File: config.mk
export PLATFORM = sky130hd
export DESIGN_NAME = ysyx_22050243_arb_mux
export DESIGN_NICKNAME = d
export VERILOG_FILES = /design/src/rtl/ysyx_22050243_arb_pkg.sv /design/src/rtl/ysyx_22050243_rr_pick.sv /design/src/rtl/ysyx_22050243_arb_mux.sv
export SDC_FILE = /design/constraint.sdc
export NUM_CORES = 1
export LEC_CHECK = 0
export ABC_AREA = 1
export BUFFER_PORTS_ARGS = -buffer_cell sky130_fd_sc_hd__buf_2
export CAP_MARGIN = 20
export CORE_AREA = 2 2 133 135
export CTS_CLUSTER_SIZE = 8
export DETAILED_ROUTE_END_ITERATION = 6
export DIE_AREA = 0 0 135 137
export PLACE_DENSITY = 0.59
export SYNTH_ARGS = -nofsm -noshare
export SYNTH_HDL_FRONTEND = slang
export SYNTH_SLANG_ARGS = --single-unit
File: constraint.sdc
create_clock -name clk -period 4.45 [get_ports clk]
set_input_delay 1.335 -clock clk [delete_from_list [all_inputs] [get_ports clk]]
set_output_delay 1.335 -clock clk [all_outputs]
set_load 0.005 [all_outputs]
File: src/rtl/ysyx_22050243_arb_pkg.sv
// Shared types and limits for the round-robin arbiter/mux.
// No logic; latency and backpressure are properties of the users.
// Provides the lock-state encoding, the channel upper bound and the id width helper.
package ysyx_22050243_arb_pkg;

  // Largest channel count the arbiter is built and checked for
  localparam int unsigned ARB_MAX_CH = 16;

  // Burst lock state: IDLE re-arbitrates every beat, LOCK pins the grant to the owner
  typedef enum logic {
    ARB_IDLE = 1'b0,
    ARB_LOCK = 1'b1
  } arb_state_e;

  // Channel index width, never narrower than one bit
  function automatic int unsigned arb_id_len(input int unsigned nr_ch);
    return (nr_ch <= 1) ? 1 : $clog2(nr_ch);
  endfunction

endpackage

File: src/rtl/ysyx_22050243_rr_pick.sv
// Round-robin picker: first requester at or after ptr, wrapping modulo NR_CH.
// Purely combinational, zero latency.
// No backpressure of its own; the caller decides whether the grant is used.
module ysyx_22050243_rr_pick
  import ysyx_22050243_arb_pkg::*;
#(
  parameter  int unsigned NR_CH  = 4,
  localparam int unsigned ID_LEN = arb_id_len(NR_CH)
) (
  input  logic [NR_CH-1:0]  req_i,
  input  logic [ID_LEN-1:0] ptr_i,
  output logic [NR_CH-1:0]  grant_o,
  output logic [ID_LEN-1:0] idx_o,
  output logic              vld_o
);

  localparam int NCH = NR_CH;

  logic [2*NR_CH-1:0] req_dbl;
  logic [2*NR_CH-1:0] req_msk;
  int                 hit;

  // Two copies of the request vector; bits below ptr in the lower copy are masked so the
  // lowest surviving bit is the next requester in round-robin order, wrapping naturally
  always_comb begin
    req_dbl = {req_i, req_i};
    req_msk = '0;
    for (int i = 0; i < 2 * NCH; i++) begin
      req_msk[i] = req_dbl[i] && (i >= int'(ptr_i));
    end
  end

  // Lowest set bit of the masked vector, folded back into channel range
  always_comb begin
    hit   = 0;
    vld_o = 1'b0;
    for (int i = 2 * NCH - 1; i >= 0; i--) begin
      if (req_msk[i]) begin
        hit   = (i >= NCH) ? i - NCH : i;
        vld_o = 1'b1;
      end
    end
    idx_o = ID_LEN'(hit);
    for (int c = 0; c < NCH; c++) begin
      grant_o[c] = vld_o && (c == hit);
    end
  end

endmodule

File: src/rtl/ysyx_22050243_arb_mux.sv
// N-channel round-robin arbiter and data mux feeding one registered output slice.
// Latency 1 cycle; one beat per cycle while out_ready is high (slot refills as it drains).
// Backpressure: out_valid && !out_ready holds out_* stable and clears every in_ready bit.
// Burst locking (grant pinned to one channel until its in_last beat) is built only when
// the macro ARB_MUX_LOCK_EN is defined; otherwise every beat re-arbitrates.
module ysyx_22050243_arb_mux
  import ysyx_22050243_arb_pkg::*;
#(
  parameter  int unsigned NR_CH    = 4,
  parameter  int unsigned DATA_LEN = 64,
  localparam int unsigned ID_LEN   = arb_id_len(NR_CH)
) (
  input  logic                      clk,
  input  logic                      rst,
  input  logic [NR_CH-1:0]          in_valid,
  output logic [NR_CH-1:0]          in_ready,
  input  logic [NR_CH*DATA_LEN-1:0] in_data,
  input  logic [NR_CH-1:0]          in_last,
  output logic                      out_valid,
  input  logic                      out_ready,
  output logic [DATA_LEN-1:0]       out_data,
  output logic [ID_LEN-1:0]         out_id,
  output logic                      out_last
);

  if (NR_CH < 1 || NR_CH > ARB_MAX_CH) begin : g_bad_nr_ch
    $error("NR_CH must be between 1 and ARB_MAX_CH");
  end

  localparam int NCH = NR_CH;

  logic                slot_free;
  logic [NR_CH-1:0]    rr_grant;
  logic [ID_LEN-1:0]   rr_idx;
  logic                rr_vld;
  logic                win_vld;
  logic [ID_LEN-1:0]   win_idx;
  logic [NR_CH-1:0]    win_oh;
  logic                acc;
  logic                ptr_adv;
  logic [ID_LEN-1:0]   ptr_q, ptr_d, ptr_inc;
  logic [DATA_LEN-1:0] sel_data;
  logic                sel_last;

  logic                out_valid_q, out_valid_d;
  logic [DATA_LEN-1:0] out_data_q,  out_data_d;
  logic [ID_LEN-1:0]   out_id_q,    out_id_d;
  logic                out_last_q,  out_last_d;

  assign slot_free = !out_valid_q || out_ready;

  ysyx_22050243_rr_pick #(
    .NR_CH (NR_CH)
  ) u_pick (
    .req_i   (in_valid),
    .ptr_i   (ptr_q),
    .grant_o (rr_grant),
    .idx_o   (rr_idx),
    .vld_o   (rr_vld)
  );

`ifdef ARB_MUX_LOCK_EN
  arb_state_e        state_q;
  logic [ID_LEN-1:0] own_q;
  logic [NR_CH-1:0]  own_oh;
  logic              locked;

  // One-hot view of the lock owner for the grant/data path
  always_comb begin
    for (int c = 0; c < NCH; c++) begin
      own_oh[c] = (ID_LEN'(c) == own_q);
    end
  end

  assign locked  = (state_q == ARB_LOCK);
  // While locked the owner holds the grant even with in_valid low, so gaps in a burst
  // never let another channel slip in
  assign win_vld = locked || rr_vld;
  assign win_idx = locked ? own_q  : rr_idx;
  assign win_oh  = locked ? own_oh : rr_grant;
  // The pointer only moves once a burst finishes
  assign ptr_adv = sel_last;

  // Lock FSM: a non-last beat from IDLE captures the owner, the owner's last beat releases it
  always_ff @(posedge clk or posedge rst) begin
    if (rst) begin
      state_q <= ARB_IDLE;
      own_q   <= '0;
    end else if (acc) begin
      unique case (state_q)
        ARB_IDLE: begin
          if (!sel_last) begin
            state_q <= ARB_LOCK;
            own_q   <= win_idx;
          end
        end
        ARB_LOCK: begin
          if (sel_last) begin
            state_q <= ARB_IDLE;
          end
        end
        default: state_q <= ARB_IDLE;
      endcase
    end
  end
`else
  // Every beat re-arbitrates; in_last only rides along to out_last
  assign win_vld = rr_vld;
  assign win_idx = rr_idx;
  assign win_oh  = rr_grant;
  assign ptr_adv = 1'b1;
`endif

  assign in_ready = (win_vld && slot_free && !rst) ? win_oh : '0;
  assign acc      = |(in_valid & in_ready);

  // AND-OR select of the granted channel's payload; no arithmetic on the data path
  always_comb begin
    sel_data = '0;
    for (int c = 0; c < NCH; c++) begin
      sel_data = sel_data | (in_data[c*DATA_LEN +: DATA_LEN] & {DATA_LEN{win_oh[c]}});
    end
  end

  assign sel_last = |(in_last & win_oh);

  // Pointer steps to the channel after the winner, wrapping at NR_CH (held at 0 for one channel)
  always_comb begin
    ptr_inc = (int'(win_idx) >= NCH - 1) ? '0 : win_idx + ID_LEN'(1);
    ptr_d   = ptr_q;
    if (acc && ptr_adv) begin
      ptr_d = ptr_inc;
    end
  end

  // Round-robin pointer register
  always_ff @(posedge clk or posedge rst) begin
    if (rst) begin
      ptr_q <= '0;
    end else begin
      ptr_q <= ptr_d;
    end
  end

  // Output slice next state: load on accept, empty when drained without a refill
  always_comb begin
    out_valid_d = out_valid_q;
    out_data_d  = out_data_q;
    out_id_d    = out_id_q;
    out_last_d  = out_last_q;
    if (acc) begin
      out_valid_d = 1'b1;
      out_data_d  = sel_data;
      out_id_d    = win_idx;
      out_last_d  = sel_last;
    end else if (out_ready) begin
      out_valid_d = 1'b0;
    end
  end

  // Output slice register; reset discards any pending beat
  always_ff @(posedge clk or posedge rst) begin
    if (rst) begin
      out_valid_q <= 1'b0;
      out_data_q  <= '0;
      out_id_q    <= '0;
      out_last_q  <= 1'b0;
    end else begin
      out_valid_q <= out_valid_d;
      out_data_q  <= out_data_d;
      out_id_q    <= out_id_d;
      out_last_q  <= out_last_d;
    end
  end

  assign out_valid = out_valid_q;
  assign out_data  = out_data_q;
  assign out_id    = out_id_q;
  assign out_last  = out_last_q;

endmodule
Yosys cells after proc, flatten, opt, wreduce, memory -nomap -nowiden
Cells that the tools add are included.
Widths: inputs -> output; s select.
{"block": "totals", "word_cells": 56, "latch_bits": 0, "regBits": 70, "out_inout_bits": 72, "in_bits": 267, "memories": 0, "ramBits": 0, "mem_bits_ro": 0}
{"block": "classes", "n_eq_ne": 3, "mux": 18, "div_mod_pow": 0, "shift": 0, "reduce_logical": 16, "bitwise": 9, "add_sub_neg": 1, "order_cmp": 4, "mul": 0}
{"cell": "$and 64x64->64", "count": 4}
{"cell": "$mux 32", "count": 6}
{"cell": "$or 64x64->64", "count": 3}
{"cell": "$eq 3x32->1 const A", "count": 2}
{"cell": "$eq 2x32->1 const A", "count": 1}
{"cell": "$logic_not 32->1", "count": 1}
{"cell": "$logic_and 1x1->1", "count": 9}
{"cell": "$mux 1", "count": 9}
{"cell": "$and 4x4->4", "count": 2}
{"cell": "$reduce_or 4->1", "count": 2}
{"cell": "$ge 1x2->1 const A", "count": 2}
{"cell": "$mux 2", "count": 2}
{"cell": "$mux 4", "count": 1}
{"cell": "$add 2x1->2 const B", "count": 1}
{"cell": "$ge 2x2->1 const A", "count": 1}
{"cell": "$ge 2x2->1 const B", "count": 1}
{"cell": "$logic_not 1->1", "count": 2}
{"cell": "$reduce_bool 2->1", "count": 1}
{"cell": "$logic_or 1x1->1", "count": 1}

Longest topological paths before layout
{"block": "depth", "depth_word": 13, "mapped_depth": 15, "ltp_nobuf": 13}

Hierarchy
Synthesis repeated with hierarchy kept, for this count alone.
{"block": "hier_totals", "hier_cells": 702, "hier_area_um2": 4460.5}
{"module": "ysyx_22050243_arb_mux", "cells_each": 675, "seq_area_each_um2": 1751.7, "area_each_um2": 4347.9, "instances": 1}
{"module": "ysyx_22050243_rr_pick", "cells_each": 27, "seq_area_each_um2": 0.0, "area_each_um2": 112.6, "instances": 1}

Least setup slack after synthesis
No wires, ideal clock.
{"block": "synth_timing", "kind": "input port to output port", "start": "in in_valid[2]", "end": "out in_ready[0]", "path_stages": 11, "path_buffers": 2, "arrival_ps": 2726, "path_slack_ps": 389, "required_ps": 3115, "path_cell_list": "inv_1 a21oi_1 inv_1 o21ai_0 nand2_1 nand2_1 ha_1 clkbuf_1 clkbuf_1 nand2_1 nor2_1"}
{"block": "synth_via", "elab_chain_cells": 10, "word_cells_on_any_way": 20}
{"item": "start, declared", "line": "ysyx_22050243_arb_mux.sv:15", "source": "input logic [NR_CH-1:0] in_valid,"}
{"item": "$mux 2 / $mux 1 (equally long branches)", "line": "ysyx_22050243_rr_pick.sv:38", "source": "if (req_msk[i]) begin"}
{"item": "$mux 32 / $mux 1 (equally long branches) (6 in series)", "line": "ysyx_22050243_rr_pick.sv:38"}
{"item": "$logic_not 32->1 / $logic_and 1x1->1 (equally long branches)", "line": "ysyx_22050243_rr_pick.sv:45, ysyx_22050243_arb_mux.sv:114"}
{"item": "$logic_and 1x1->1, on equally long branches", "line": "ysyx_22050243_rr_pick.sv:45, ysyx_22050243_arb_mux.sv:114"}
{"item": "$mux 4 (*)", "line": "ysyx_22050243_arb_mux.sv:114", "source": "assign in_ready = (win_vld && slot_free && !rst) ? win_oh : '0;"}
{"item": "end, declared", "line": "ysyx_22050243_arb_mux.sv:16", "source": "output logic [NR_CH-1:0] in_ready,"}
Mark *: on every way between the ends. The rest lies on a longest branch, timed or not.

Worst setup path in the final report
{"block": "layout_timing", "start": "in in_valid[1]", "end": "out in_ready[1]"}
{"block": "layout_via", "elab_chain_cells": 9, "word_cells_on_any_way": 18}
{"item": "$mux 32 (4 in series)", "line": "ysyx_22050243_rr_pick.sv:38"}
{"item": "$mux 32 (*) (2 in series)", "line": "ysyx_22050243_rr_pick.sv:38"}
{"item": "via rr_idx[1]", "line": "ysyx_22050243_arb_mux.sv:34", "source": "logic [ID_LEN-1:0] rr_idx;"}
{"item": "$eq 2x32->1 (*)", "line": "ysyx_22050243_rr_pick.sv:45", "source": "grant_o[c] = vld_o && (c == hit);"}
{"item": "$logic_and 1x1->1 (*)", "line": "ysyx_22050243_rr_pick.sv:45"}
{"item": "$mux 4 (*)", "line": "ysyx_22050243_arb_mux.sv:114"}
The timed path passes the listed nets; every way through them passes the cells marked *.

==> impl_metrics.toml <==
[cts]
path_clk_slew_ns = 0.06
clock-root-buffer = "clkbuf_16"
cts.sinks = 70
cts_resized = 0
post-cts-setup-buffers = 0
htreeDepth = 3
clkLatencyLatePin_ns = 0.33
cts_tree = "built"
hold_buffers = 0
cts_max_path_buffers = 2
cts_made_buffers = 9

[worst_setup_path]
critPathCaptureType = "output port"
crit-reg2reg-launch = "ptr_q[1]"
critPathKind = "in2out"
required_ns = 3.12
reg2reg_depth = 13
cp-start-kind = "primary input"
r2r_slack_ns = 1.74
worstPathArrival_ns = 2.62
crit_fanout = 4
r2r_end = "out_data[34]"

[min_path]
hold-path-cell-count = 2
hold_class = "reg2reg"
whs_endpoint = "out_data[25]"
worstHoldStart = "out_data[25]"

[floorplanning]
rows = 48
die_w_um = 135
core-area_um2 = 17100
die-area_um2 = 18500
dieHeight_um = 137
start_util = 0.288
ioPinCount = 339

[route]
route.detailed.drc = 0
ant_nets = 0
drt_iter0_markers = 291
wire_per_inst_um = 16.6
via_count = 6416
totalWireLength_um = 20600
viasPerCell = 5.17
drtPass1Iterations = 4

[synth]
syn_nets = 997
synth_compound_area_frac = 0.0756
yosysSeqAreaShare = 0.356
synthSimpleGateAreaFrac = 0.479
ys_types = 19
synth_xor_area_frac = 0
ys_ff_latch = 70
yosysWarnings = 0
synth_area_per_cell_um2 = 6.77
synth.area.top_cells = "dfrtp_1 36%, nand3_1 27%, nand2_1 11%"
muxShareOfSynthArea = 0
synth_top_area_cell = "dfrtp_1"
synth_top_family_by_area = "simple AND/OR/NAND/NOR gates"
netlist_instances = 726
yosysTopAreaCellShare = 0.356
synth_fa_ha_area_frac = 0.0102
syn-cell-area_um2 = 4920

[global_route]
overflow = 0
grt_pass1_vias = 5964
antenna_found_initial = 2
grt_pass1_wl_um = 30500
grt_usage = 0.212
grt_start_max_net_pins = 90

[layout]
drive_gt1_frac = 0.372
final_cells = 1242
fill_cells = 1842
final_util = 0.410
syn_to_final_growth_pct = 42.4
nNetsFinal = 1282

[timing]
slew_headroom = 0.397
finalSetupViolCount = 0
finalCritPeriodShare = 0.888
setup-tns-final_ns = 0
clock.fmax_ghz = 0.253
fin_skew_ns = 0.00869
min_period_ns = 3.95
rsz0062_at_grt = "false"
hold_ws_ns = 0.470
tightest_slew_ns = 0.902
maxSlewViolCount = 0
hold_viol = 0

[place]
numPlacedInstances = 1224
gp_congestion = 0.811
numPortBuffers = 338
hpwl_um = 14400

[power_and_ir_drop]
totalPowerFinal_uw = 3700
peakVddDrop_v = 0.000282
power.leakage_uw = 0.00374
power.density_nw_per_um2 = 528

[run]
timing.max_cap.violations = 0

[status]
status = "finished, final reports clean"
[placed cells by master (no fill, tap or decap), types with 2 or more instances in the layout]
master / netlist / layout
nand2_2: 2 / 2
buf_4: 7 / 13
dfrtp_1: 70 / 70
nand2_1: 148 / 147
nor2_1: 8 / 8
ha_2: 0 / 4
clkbuf_16: 0 / 9
clkbuf_8: 0 / 2
nand4_1: 69 / 69
inv_1: 11 / 10
buf_2: 22 / 338
o21ai_0: 70 / 70
clkinv_2: 0 / 4
nand3_1: 261 / 261
[registers in the layout, summed over array words and instances (netlist names)]
name,flops
out_id,2
out_data,64
out_valid,1
out_last,1
ptr_q,2
[metal layers]
metal,vias up,share of wire,track usage
met1,2969,0.39,0.235
met2,266,0.50,0.393
li1,3147,-,-
met3,32,0.077,0.0504
met5,-,0.00063,0
met4,2,0.024,0.0764
[cells by family after synthesis]
family | after synthesis
AOI/OAI and AO/OA | 73
adders and majority gates | 4
buffers and inverters | 89
DFF | 70
and+or+nand+nor | 490
[worst max path at each step]
stage                           start           to  cells past startpoint
after floorplan           in_valid[2]  in_ready[0]                     11
after global placement    in_valid[1]  in_ready[3]                      8
after detailed placement  in_valid[1]  in_ready[1]                      9
after CTS                 in_valid[1]  in_ready[1]                      9
after global routing      in_valid[1]  in_ready[1]                      9
final                     in_valid[1]  in_ready[1]                      9
[through the flow]
step | instance area [µm²] | setup slack, ns
after floorplan | 4920 | 0.389
after global placement | 6670 | 0.540
after detailed placement | 6670 | 0.498
after CTS | 6970 | 0.498
after global routing | 7000 | 0.372
final | 7000 | 0.499
[critical path: stages]
cell	delay [ns]
buf_2	0.12
nor2_2	0.25
a211oi_1	0.12
nor2_1	0.24
inv_1	0.11
ha_2	0.22
nand2_1	0.07
nor2_1	0.04
buf_2	0.12
[synth_stat cells]
library cell and n:
buf_2 22, dfrtp_1 70, clkbuf_1 43, a21oi_1 1
nor2_2 1, a21oi_2 1, nand3_1 261, o21ai_0 70
clkbuf_2 1, buf_4 7, nor2_1 8, a211oi_1 1
buf_1 5, nand2_2 2, nand2_1 148, nand4_1 69
ha_1 4, nor2_4 1, inv_1 11
[report_power, final]
group	total (µW)	internal, µW	switching [µW]
Combinational	1900	742	1160
Clock	730	462	268
Sequential	1070	917	150
[layout make-up]
| class | instances | area [µm²] | area share |
|---|---|---|---|
| sequential | 70 | 1750 | 0.250 |
| multi-input combinational | 567 | 2800 | 0.400 |
| timing repair buffer | 352 | 1820 | 0.260 |
| inverter | 11 | 42.5 | 0.00608 |
| antenna | 1 | 2.50 | 0.000358 |
| clock buffer | 12 | 256 | 0.0367 |
| tap | 225 | 282 | 0.0402 |
| clock inverter | 4 | 45.0 | 0.00644 |
No activity file was read; power rests on OpenSTA's default activity.
